===== config.mk =====
export PLATFORM = sky130hd
export DESIGN_NAME = bit_deser5
export DESIGN_NICKNAME = d
export VERILOG_FILES = /design/src/rtl/deser_pkg.sv /design/src/rtl/demux_n.sv /design/src/rtl/bit_deser5.sv
export SDC_FILE = /design/constraint.sdc
export NUM_CORES = 1
export LEC_CHECK = 0
export BUFFER_PORTS_ARGS = -buffer_cell sky130_fd_sc_hd__buf_2
export CORE_AREA = 5 5 42 44
export CTS_CLUSTER_SIZE = 24
export DETAILED_ROUTE_END_ITERATION = 7
export DIE_AREA = 0 0 47 49
export PLACE_DENSITY = 0.72
export SYNTH_ARGS = -nofsm -noshare
export SYNTH_HDL_FRONTEND = slang
export SYNTH_SLANG_ARGS = --single-unit

===== constraint.sdc =====
create_clock -name clk -period 1.5 [get_ports clk]
set_input_delay 0.15 -clock clk [delete_from_list [all_inputs] [get_ports clk]]
set_output_delay 0.15 -clock clk [all_outputs]
set_load 0.02 [all_outputs]

===== src/rtl/deser_pkg.sv =====
// Shared types for the serial-to-parallel deserializer.
// The state enum is used by the top level and by any bench that reads the state.
package deser_pkg;

   typedef enum logic {
      S_FILL = 1'b0,
      S_HOLD = 1'b1
   } state_t;

endpackage : deser_pkg


===== src/rtl/demux_n.sv =====
// 1-to-N decoder: raises exactly one enable (the one selected by i_sel) while i_en is high.
// This is the structural mirror of an N:1 bit-select mux.
module demux_n #(
   parameter int N = 5,
   parameter int W = 3
) (
   input  logic [W-1:0] i_sel,
   input  logic         i_en,
   output logic [N-1:0] o_onehot
);

   for (genvar gi = 0; gi < N; gi++) begin : g_dec
      assign o_onehot[gi] = i_en && (i_sel == W'(gi));
   end

endmodule : demux_n


===== src/rtl/bit_deser5.sv =====
// Serial-to-parallel deserializer: collects N bits LSB first, then holds the word
// until the consumer takes it. Handshake outputs are decoded from state only.
module bit_deser5
   import deser_pkg::*;
#(
   parameter int N = 5,
   parameter int W = 3
) (
   input  logic         clk,
   input  logic         rst,
   input  logic         clr,
   input  logic         in_valid,
   input  logic         in_bit,
   output logic         in_ready,
   output logic         out_valid,
   output logic [N-1:0] out_data,
   input  logic         out_ready,
   output logic [W-1:0] count
);

   localparam logic [W-1:0] LAST_IDX = W'(N - 1);

   state_t         r_state;
   state_t         w_state_next;
   logic [W-1:0]   r_count;
   logic [W-1:0]   w_count_next;
   logic [N-1:0]   r_data;
   logic [N-1:0]   w_we;
   logic           w_in_xfer;
   logic           w_last;

   assign w_in_xfer = in_valid && in_ready;
   assign w_last    = (r_count == LAST_IDX);

   // State register
   always_ff @(posedge clk or posedge rst) begin
      if (rst) begin
         r_state <= S_FILL;
      end else begin
         r_state <= w_state_next;
      end
   end

   // Next-state logic; clear overrides any pending transfer
   always_comb begin
      w_state_next = r_state;
      if (clr) begin
         w_state_next = S_FILL;
      end else begin
         case (r_state)
            S_FILL:  if (w_in_xfer && w_last) w_state_next = S_HOLD;
            S_HOLD:  if (out_ready)           w_state_next = S_FILL;
            default:                          w_state_next = S_FILL;
         endcase
      end
   end

   // Handshake decode from the state register only
   always_comb begin
      in_ready  = (r_state == S_FILL);
      out_valid = (r_state == S_HOLD);
   end

   always_comb begin
      w_count_next = r_count;
      if (clr) begin
         w_count_next = '0;
      end else if (w_in_xfer) begin
         w_count_next = w_last ? '0 : r_count + W'(1);
      end
   end

   always_ff @(posedge clk or posedge rst) begin
      if (rst) begin
         r_count <= '0;
      end else begin
         r_count <= w_count_next;
      end
   end

   demux_n #(
      .N (N),
      .W (W)
   ) u_demux (
      .i_sel    (r_count),
      .i_en     (w_in_xfer && !clr),
      .o_onehot (w_we)
   );

   // Unwritten bit positions keep their previous value
   always_ff @(posedge clk or posedge rst) begin
      if (rst) begin
         r_data <= '0;
      end else if (clr) begin
         r_data <= '0;
      end else begin
         for (int k = 0; k < N; k++) begin
            if (w_we[k]) r_data[k] <= in_bit;
         end
      end
   end

   assign out_data = r_data;
   assign count    = r_count;

endmodule : bit_deser5


== Word-level counts from Yosys, hierarchy flattened ==
Index checks and enable logic that the tools add are counted.
Operators by class
  add/sub/neg operators: 1
  multiply operators: 0
  div/mod/pow operators: 0
  magnitude comparators: 0
  eq/ne operators: 4
  shift-type cells: 0
  multiplexer cells: 13
  bitwise gates (word level): 1
  reduce and logical (&&, ||, !) cells: 16
Operators with widths (number)
  nonzero test 2 bit: 6
  two-way mux 3 bit: 3
  logical AND 1 bit: 8
  two-way mux 1 bit: 8
  equality test 3 x 2 -> 1 bit (second input constant): 2
  two-way mux 5 bit: 1
  adder 3 x 1 -> 3 bit (second input constant): 1
  equality test 3 x 1 -> 1 bit (second input constant): 1
  equality test 3 bit (second input constant): 1
  zero test 3 bit: 1
  one-hot mux 1 bit (2 select lines): 1
  zero test 1 bit: 1
  NOT 1 bit: 1
Word-level totals
  register bits after elaboration: 9
  bits in latches: 0
  bits in writable memories: 0
  bits in read-only memories: 0
  bits of input ports: 6
  output and inout port bits: 10
  word-level logic and storage cells: 42
  memories: 0

== Depth between registers and ports, before layout ==
Gate-level depths: netlist (run 1).
  word-level depth: 6
  mapped depth: 5
  depth with buffers taken out: 5

== By module ==
A second synthesis (run 1) with hierarchy kept.
Unflattened totals
  cells, all modules: 47
  area total of the unflattened synthesis: 491.7 um^2
By module, submodules not included
  bit_deser5: instances 1, cells each 42, area each 427.9 um^2
  demux_n: instances 1, cells each 5, area each 63.8 um^2

== Worst setup path after synthesis (run 1) ==
OpenSTA, ideal clock, no wires.
  path type: reg2reg
  from: reg r_count[0], in the netlist count[0]
  to: reg r_count[2], in the netlist count[2]
  setup time: 0.078 ns
  data arrival time: 1.438 ns
  required time: 1.422 ns
  slack: -0.016 ns
  cell stages (with the launch flop): 5
  buffers on the path: 0
  path through: dfrtp_1 ha_1 ha_1 or3b_1 a21oi_1
On the way
  longest elaborated chain between the ends: 4
  elaborated cells between the ends (all ways): 5
Ends and longest elaborated chain
  start: declaration: line bit_deser5.sv:25  | logic [W-1:0] r_count;
  start signal: assignment: line bit_deser5.sv:77  | r_count <= w_count_next;
  adder 3 x 1 -> 3 bit or equality test 3 bit (tied branches): line bit_deser5.sv:69, bit_deser5.sv:33
  two-way mux 3 bit *: line bit_deser5.sv:69  | w_count_next = w_last ? '0 : r_count + W'(1);
  two-way mux 3 bit *: line bit_deser5.sv:68  | end else if (w_in_xfer) begin
  two-way mux 3 bit *: line bit_deser5.sv:66  | if (clr) begin
Every way passes the cells marked *; elsewhere a longest branch is shown, timed or not. The select of a mux whose other input is x is not followed.
A chain may end at the register's enable or synchronous reset.

== Final worst setup path (run 1) ==
Same ends and word-level chain as after synthesis.

==> flow_summary.ini, run 1 <==
[synthesis]
synth.distinct_cells = 15
ys_seq_area_share_pct = 44.6
syn_nets = 59
synth-warning-count = 0
synth_cells = 48
avgSynthCellArea_sq_um = 10.5
syn_area_sq_um = 505
synth_seq_cells = 9

[timing]
max_clock_freq_ghz = 0.697
worst_pin_slew_ps = 334
finalCriticalPeriod_ps = 1430
setup_violations = 0
rsz0062_at_grt = no
fin_crit_sh_pct = 95.6
finalSetupTns_ps = 0
hold_violations = 0
slew_headroom_pct = 77.7
drv_slew = 0
skew_ps = 0.991

[global_routing]
antenna_found_initial = 0
grt.total_usage_pct = 11.0
grt_start_max_net_pins = 10
grt_pass1_vias = 433
grt_pass1_wl_um = 1890
overflow = 0

[routing]
wl_um = 1120
first_pass_iters = 4
drtIter0Drc = 2
vias = 409
ant_nets = 0
via_per_inst = 4.76
drc = 0
wire_per_inst_um = 13.1

[place]
portBuffers = 15
dp_hpwl_um = 824
gp_congestion = 0.719

[pwr]
switching_power_mw = 0.131
p_leak_nw = 0.343
seqPwrFrac_pct = 49.4
switching_share_pct = 25.3
combPwrFrac_pct = 16.1
power.internal_mw = 0.388
p_per_area_mw_per_mm2 = 791
ir_drop_uv = 471
p_clk_share_pct = 34.4
totalPowerFinal_mw = 0.519

[worst_setup_path]
worstPathRequired_ps = 1680
regToRegSetupSlack_ps = 70
path_cells = ha_1 -> ha_1 -> or3b_1 -> a21oi_1
crit_family = adder cells
cp_num_buf_inv = 0
cp_slowest_cell = dfrtp_2
criticalPathCategory = reg2reg
cp_max_fo = 4
max_stage_delay_ps = 420
critPathArrivalTime_ps = 1620
critPathCaptureType = register
cp-start-kind = register
cp_common_cell = ha_1

[finish]
final_cell_mix = buf_2, dfrtp_1
finalNetCount = 82
final_common_cell = buf_2
drive_gt1_share_pct = 37.1
num_antenna_cells = 0
syn_to_final_growth_pct = 30.0
nFillCells = 148

[cts]
clk_path_buf_depth = 2
clockRootBuffer = clkbuf_4
clkTransAtPathRegs_ps = 60
htreeDepth = 1
clk_latency_ps = 250
numCtsBuffers = 3
cts_tree = done
cts_sinks = 9

[floorplan]
dieWidth_um = 47
initial_core_util_pct = 36.1
core_sq_mm = 0.00140
rows = 14
dieHeight_um = 49
ioPinCount = 16
die-area_sq_mm = 0.00230

[run_status]
status = complete, no violations

[run]
maxCapViolations = 0

[worst_hold_path]
min_path_type = in2reg
[layer usage]
layer	vias up	track usage (%)	routed length, um
met5	-	0	0
met4	0	5.53	0
met3	0	1.48	55
met2	11	14.7	553
met1	190	16.7	515
li1	208	-	-
[stage by stage]
step           std cells  utilization, %  cell area [sq um]  setup WS, ps  hold slack, ps
6_report              86            46.9                657          65.3             154
2_1_floorplan         48               -                507          1.66           -22.1
4_1_cts               85            46.3                649          40.3             147
3_3_place_gp          80            43.8                613          53.6             121
5_1_grt               86            46.9                657          13.7             147
3_5_place_dp          80            43.8                613          51.9             125
[power groups by stage]
stage | Combinational, mW | Clock [mW] | Sequential (mW)
final | 0.0839 | 0.179 | 0.257
after detailed placement | 0.0787 | 0 | 0.261
after floorplan | 0.0364 | 0 | 0.272
after global placement | 0.0766 | 0 | 0.261
after CTS | 0.0810 | 0.189 | 0.257
after global routing | 0.0946 | 0.208 | 0.257
[sequential cells by signal, indices dropped and copies added, names as in the netlist]
name and count:
out_valid 1, out_data 5, count 3
[cell type report]
class	instances	area, sq um	share of cell area (%)
clock buffers	4	26.3	4.00
inverters	5	18.8	2.86
multi-input cells	33	258	39.2
flip-flops and latches	9	226	34.5
well taps	16	20.0	3.05
repair buffers	19	108	16.4
[Yosys cell counts, drive strengths merged]
cell type / count / area (sq um)
a21oi: 4 / 20.0
and4bb: 3 / 37.5
buf: 1 / 3.75
dfrtp: 9 / 225
ha: 5 / 62.6
inv: 5 / 18.8
mux2i: 5 / 50.1
nand2: 4 / 15.0
nand2b: 1 / 8.76
nand3b: 1 / 7.51
nand4: 2 / 12.5
nand4b: 1 / 8.76
nor2: 5 / 18.8
or2b: 1 / 7.51
or3b: 1 / 8.76
[kinds of logic after synthesis]
group	count (synthesis)	synth area share, %
adder cells (fa/ha/maj)	5	12.4
AND/OR/NAND/NOR	19	24.8
multiplexers	5	9.90
buffers and inverters	6	4.46
flip-flops	9	44.6
AO/OA/AOI/OAI	4	3.96
[repair_timing]
action	4_1_cts	5_1_grt
hold buffers	1	0
setup buffers	0	1
gates resized for setup	0	0
hold endpoints to repair	9	0
setup endpoints to repair	0	1
[worst reg2reg max path: stages, from the launching register on]
cell and delay [ps]:
dfrtp_2 420, ha_1 200, ha_1 260, or3b_1 370, a21oi_1 120
[path summary, 6_finish.rpt]
| kind | end | startpoint | cells past startpoint |
|---|---|---|---|
| worst max-delay path | count[2]$_DFFE_PP0P_ | count[0]$_DFFE_PP0P_ | 4 |
| worst min-delay path | out_valid$_DFF_PP0_ | out_ready | 3 |
| worst max register to register | count[2]$_DFFE_PP0P_ | count[0]$_DFFE_PP0P_ | 4 |
| worst min register to register | out_data[3]$_DFFE_PP0P_ | out_data[3]$_DFFE_PP0P_ | 2 |
| max in group asynchronous | count[0]$_DFFE_PP0P_ | rst | 3 |
| min in group asynchronous | out_data[0]$_DFFE_PP0P_ | rst | 3 |
Note: power is estimated with default switching activity, not from simulation.
==> inputs of run 2 (changes only) <==
Clock period 1.5 ns to 1.3 ns, I/O delays scaled along.
==> flow_summary.ini, run 2 (synthesis gave the netlist of run 1 again) <==
[floorplan]
initial_core_util_pct = 36.1
core_sq_mm = 0.00140
rows = 14
die-area_sq_mm = 0.00230
dieHeight_um = 49
ioPinCount = 16
dieWidth_um = 47

[run_status]
violations = negative setup slack
status = finished, violations left

[timing]
hold_violations = 0
worst_pin_slew_ps = 339
slew_headroom_pct = 77.4
setup_slack_ps = -55.8
setup_violations = 3
fin_crit_sh_pct = 104
rsz0062_at_grt = yes
skew_ps = 2.47
finalSetupTns_ps = -90.5
drv_slew = 0
max_clock_freq_ghz = 0.738
finalCriticalPeriod_ps = 1360

[global_routing]
grt_start_max_net_pins = 10
antenna_found_initial = 0
grt_pass1_vias = 461
grt.total_usage_pct = 12.3
grt_pass1_wl_um = 2050
overflow = 0

[worst_setup_path]
critPathArrivalTime_ps = 1550
path_cells = ha_4 -> ha_4 -> or3b_1 -> a21oi_2
cp_slowest_cell = dfrtp_2
cp_common_cell = ha_4
crit_family = flip-flops
cp-start-kind = register
cp_num_buf_inv = 0
criticalPathCategory = reg2reg
regToRegSetupSlack_ps = -60
worstPathRequired_ps = 1490
cp_max_fo = 3
max_stage_delay_ps = 440
critPathCaptureType = register

[worst_hold_path]
min_path_type = in2reg

[pwr]
switching_power_mw = 0.169
p_clk_share_pct = 34.8
seqPwrFrac_pct = 47.9
p_leak_nw = 0.346
switching_share_pct = 27.0
totalPowerFinal_mw = 0.624
ir_drop_uv = 659
power.internal_mw = 0.455
p_per_area_mw_per_mm2 = 879
combPwrFrac_pct = 17.3

[routing]
via_per_inst = 4.94
wire_per_inst_um = 13.6
ant_nets = 0
first_pass_iters = 3
wl_um = 1190
vias = 430
drc = 0
drtIter0Drc = 3

[finish]
final_area_sq_um = 709
fin_util_pct = 50.6
largest_reg_flops = 5
finalNetCount = 83
num_antenna_cells = 0
drive_gt1_share_pct = 47.9
final_common_cell = buf_2
final_cell_mix = buf_2, dfrtp_1, mux2i_1, nor2_1
final_cell_count_no_fill = 87
syn_to_final_growth_pct = 40.3

[cts]
cts_sinks = 9
cts_tree = done
clk_latency_ps = 260
clockRootBuffer = clkbuf_4
cts_setup_buffers = 0
clk_path_buf_depth = 2
numCtsBuffers = 3
clkTransAtPathRegs_ps = 60
htreeDepth = 1

[place]
gp_congestion = 0.780
dp_hpwl_um = 872
placed_cell_area_sq_um = 632
portBuffers = 15
dp_cells = 82

[run]
maxCapViolations = 0
## run 2: cell types whose count changed in the layout (fill, tap and decap cells not counted), sizes merged
cell and change:
buf +1
## run 2: final timing paths
path	cells past startpoint	end	start
max reg2reg	4	count[2]$_DFFE_PP0P_	count[0]$_DFFE_PP0P_
min reg2reg	2	out_data[1]$_DFFE_PP0P_	out_data[1]$_DFFE_PP0P_
max	4	count[2]$_DFFE_PP0P_	count[0]$_DFFE_PP0P_
min	3	out_valid$_DFF_PP0_	out_ready
min in group asynchronous	3	out_valid$_DFF_PP0_	rst
max in group asynchronous	3	count[0]$_DFFE_PP0P_	rst
## run 2: worst min-delay path, cell delays in order
cell and delay [ps]:
buf_2 70, or2b_1 80, a21oi_1 50
## run 2: per-stage QoR
| stage | setup slack [ps] | hold WS, ps |
|---|---|---|
| after floorplan | -121 | -42.2 |
| after global placement | -49.7 | 101 |
| after detailed placement | -87.0 | 107 |
| after CTS | -85.3 | 107 |
| after global routing | -92.9 | 118 |
| final | -55.8 | 114 |
## run 2: cell type report
cell class	instances	area [sq um]
Fill cell	138	692
Multi-Input combinational cell	33	302
Sequential cell	9	228
Timing Repair Buffer	20	115
Clock buffer	4	26.3
Tap cell	16	20.0
Inverter	5	18.8
## run 2: metal layers
| metal | wire [um] | GRT usage (%) |
|---|---|---|
| met1 | 507 | 15.6 |
| met2 | 628 | 18.3 |
| met3 | 39 | 4.06 |
| met4 | 10 | 5.53 |
| met5 | 0 | 0 |
## run 2: what timing repair did
item                                    in CTS  in global routing
pin swaps                                    3                  2
hold buffers                                 1                  0
gates resized for setup                      2                  4
endpoints found under the setup margin       2                  7
hold endpoints to repair                     9                  0
## run 2: power groups by stage
stage / clock network [mW] / logic (mW) / registers [mW]
final: 0.217 / 0.108 / 0.299
after CTS: 0.229 / 0.100 / 0.298
after floorplan: 0 / 0.0422 / 0.315
after global routing: 0.251 / 0.119 / 0.300
after detailed placement: 0 / 0.0966 / 0.301
after global placement: 0 / 0.0936 / 0.301
==> inputs of run 3 (changes only) <==
Settings changed: HOLD_SLACK_MARGIN set to 0.03, RECOVER_POWER set to 100.
==> flow_summary.ini, run 3 (synthesis gave the netlist of run 1 again) <==
[run_status]
status = finished, violations left
violations = negative setup slack

[global_routing]
overflow = 0
antenna_found_initial = 0
grt_pass1_vias = 461
grt.total_usage_pct = 12.3
grt_pass1_wl_um = 2050
grt_start_max_net_pins = 10

[finish]
final_cell_count_no_fill = 87
final_common_cell = clkbuf_1
final_cell_mix = clkbuf_1, dfrtp_1, buf_2
nFillCells = 145
num_antenna_cells = 0
regArea_sq_um = 228
largest_reg_flops = 5
syn_to_final_growth_pct = 37.9
drive_gt1_share_pct = 35.2
multiInputGateArea_sq_um = 299
finalNetCount = 83

[timing]
setup_violations = 3
setup_slack_ps = -59.6
rsz0062_at_grt = yes
worst_pin_slew_ps = 339
slew_headroom_pct = 77.4
skew_ps = 2.33
hold_violations = 0
fin_crit_sh_pct = 105
finalSetupTns_ps = -98.2
finalCriticalPeriod_ps = 1360
drv_slew = 0
max_clock_freq_ghz = 0.736

[pwr]
totalPowerFinal_mw = 0.621
ir_drop_uv = 664
p_leak_nw = 0.313
p_per_area_mw_per_mm2 = 891

[worst_setup_path]
max_stage_delay_ps = 440
cp_slowest_cell = dfrtp_2
worstPathRequired_ps = 1490
criticalPathCategory = reg2reg
cp-start-kind = register
cp_common_cell = ha_4
critPathArrivalTime_ps = 1550
path_cells = ha_4 -> ha_4 -> or3b_1 -> a21oi_2
critPathCaptureType = register
cp_max_fo = 3

[routing]
wl_um = 1200
drtIter0Drc = 4
via_per_inst = 4.97
wire_per_inst_um = 13.7
vias = 432
drc = 0
ant_nets = 0
first_pass_iters = 3

[cts]
htreeDepth = 1
clk_latency_ps = 260
cts_sinks = 9
clk_path_buf_depth = 2
clkTransAtPathRegs_ps = 60
clockRootBuffer = clkbuf_4
cts_tree = done
numCtsBuffers = 3
cts_setup_buffers = 0

[floorplan]
dieWidth_um = 47
rows = 14
die-area_sq_mm = 0.00230
core_sq_mm = 0.00140
initial_core_util_pct = 36.1
dieHeight_um = 49
ioPinCount = 16

[place]
place_ws_ps = -87.0
dp_cells = 82
gp_congestion = 0.780
portBuffers = 15
dp_hpwl_um = 872

[run]
maxCapViolations = 0

[worst_hold_path]
min_path_type = in2reg
==> run 3: cell types whose count changed in the layout (fill, tap and decap cells not counted), sizes merged <==
cell    delta
clkbuf     +9
buf        -9
==> run 3: repair_timing <==
action                                  CTS  global route
endpoints found under the setup margin    2             7
resized for setup                         2             4
pin swaps                                 3             2
endpoints found under the hold margin     9             0
hold buffers                              1             0
==> run 3: area by class of cell <==
type                    instances  share of cell area (%)
multi-input cells              33                    42.9
flip-flops and latches          9                    32.7
repair buffers                 20                    15.1
clock buffers                   4                    3.77
well taps                      16                    2.87
inverters                       5                    2.69
==> run 3: power by group <==
group,total (mW),leakage [nW],switching (mW),internal (mW)
Combinational,0.104,0.177,0.0599,0.0444
Clock,0.218,0.0150,0.0993,0.118
Sequential,0.299,0.121,0.00919,0.290
Total,0.621,0.313,0.168,0.453
==> run 3: worst paths after layout <==
check / from / end / slack [ps] / depth (start not counted)
worst max-delay path: count[0]$_DFFE_PP0P_ / count[2]$_DFFE_PP0P_ / -60 / 4
worst min-delay path: out_ready / out_valid$_DFF_PP0_ / 120 / 3
worst max register to register: count[0]$_DFFE_PP0P_ / count[2]$_DFFE_PP0P_ / -60 / 4
worst min register to register: out_data[1]$_DFFE_PP0P_ / out_data[1]$_DFFE_PP0P_ / 520 / 2
max in group asynchronous: rst / count[0]$_DFFE_PP0P_ / 660 / 3
min in group asynchronous: rst / out_valid$_DFF_PP0_ / 370 / 3
==> run 3: metal layers <==
metal	vias up	GRT usage [%]	part of all wire, %
met5	-	0	0
met1	211	15.6	43
met2	9	18.3	53
met4	0	5.53	0.84
li1	210	-	-
met3	2	4.06	3.6
==> run 3: through the flow <==
step | util [%] | instance area [sq um] | hold WS (ps)
floorplan | - | 510 | -42.2
global route | 49.7 | 697 | 118
CTS | 49.3 | 691 | 107
finish | 49.7 | 697 | 115
detailed placement | 45.1 | 632 | 107
global placement | 45.1 | 632 | 101
==> run 3: critical path: cells and delay by family (launching register included) <==
kind	cells	cell delay, ps
compound gates	1	120
fa+ha+maj	2	380
flops	1	440
simple gates	1	360
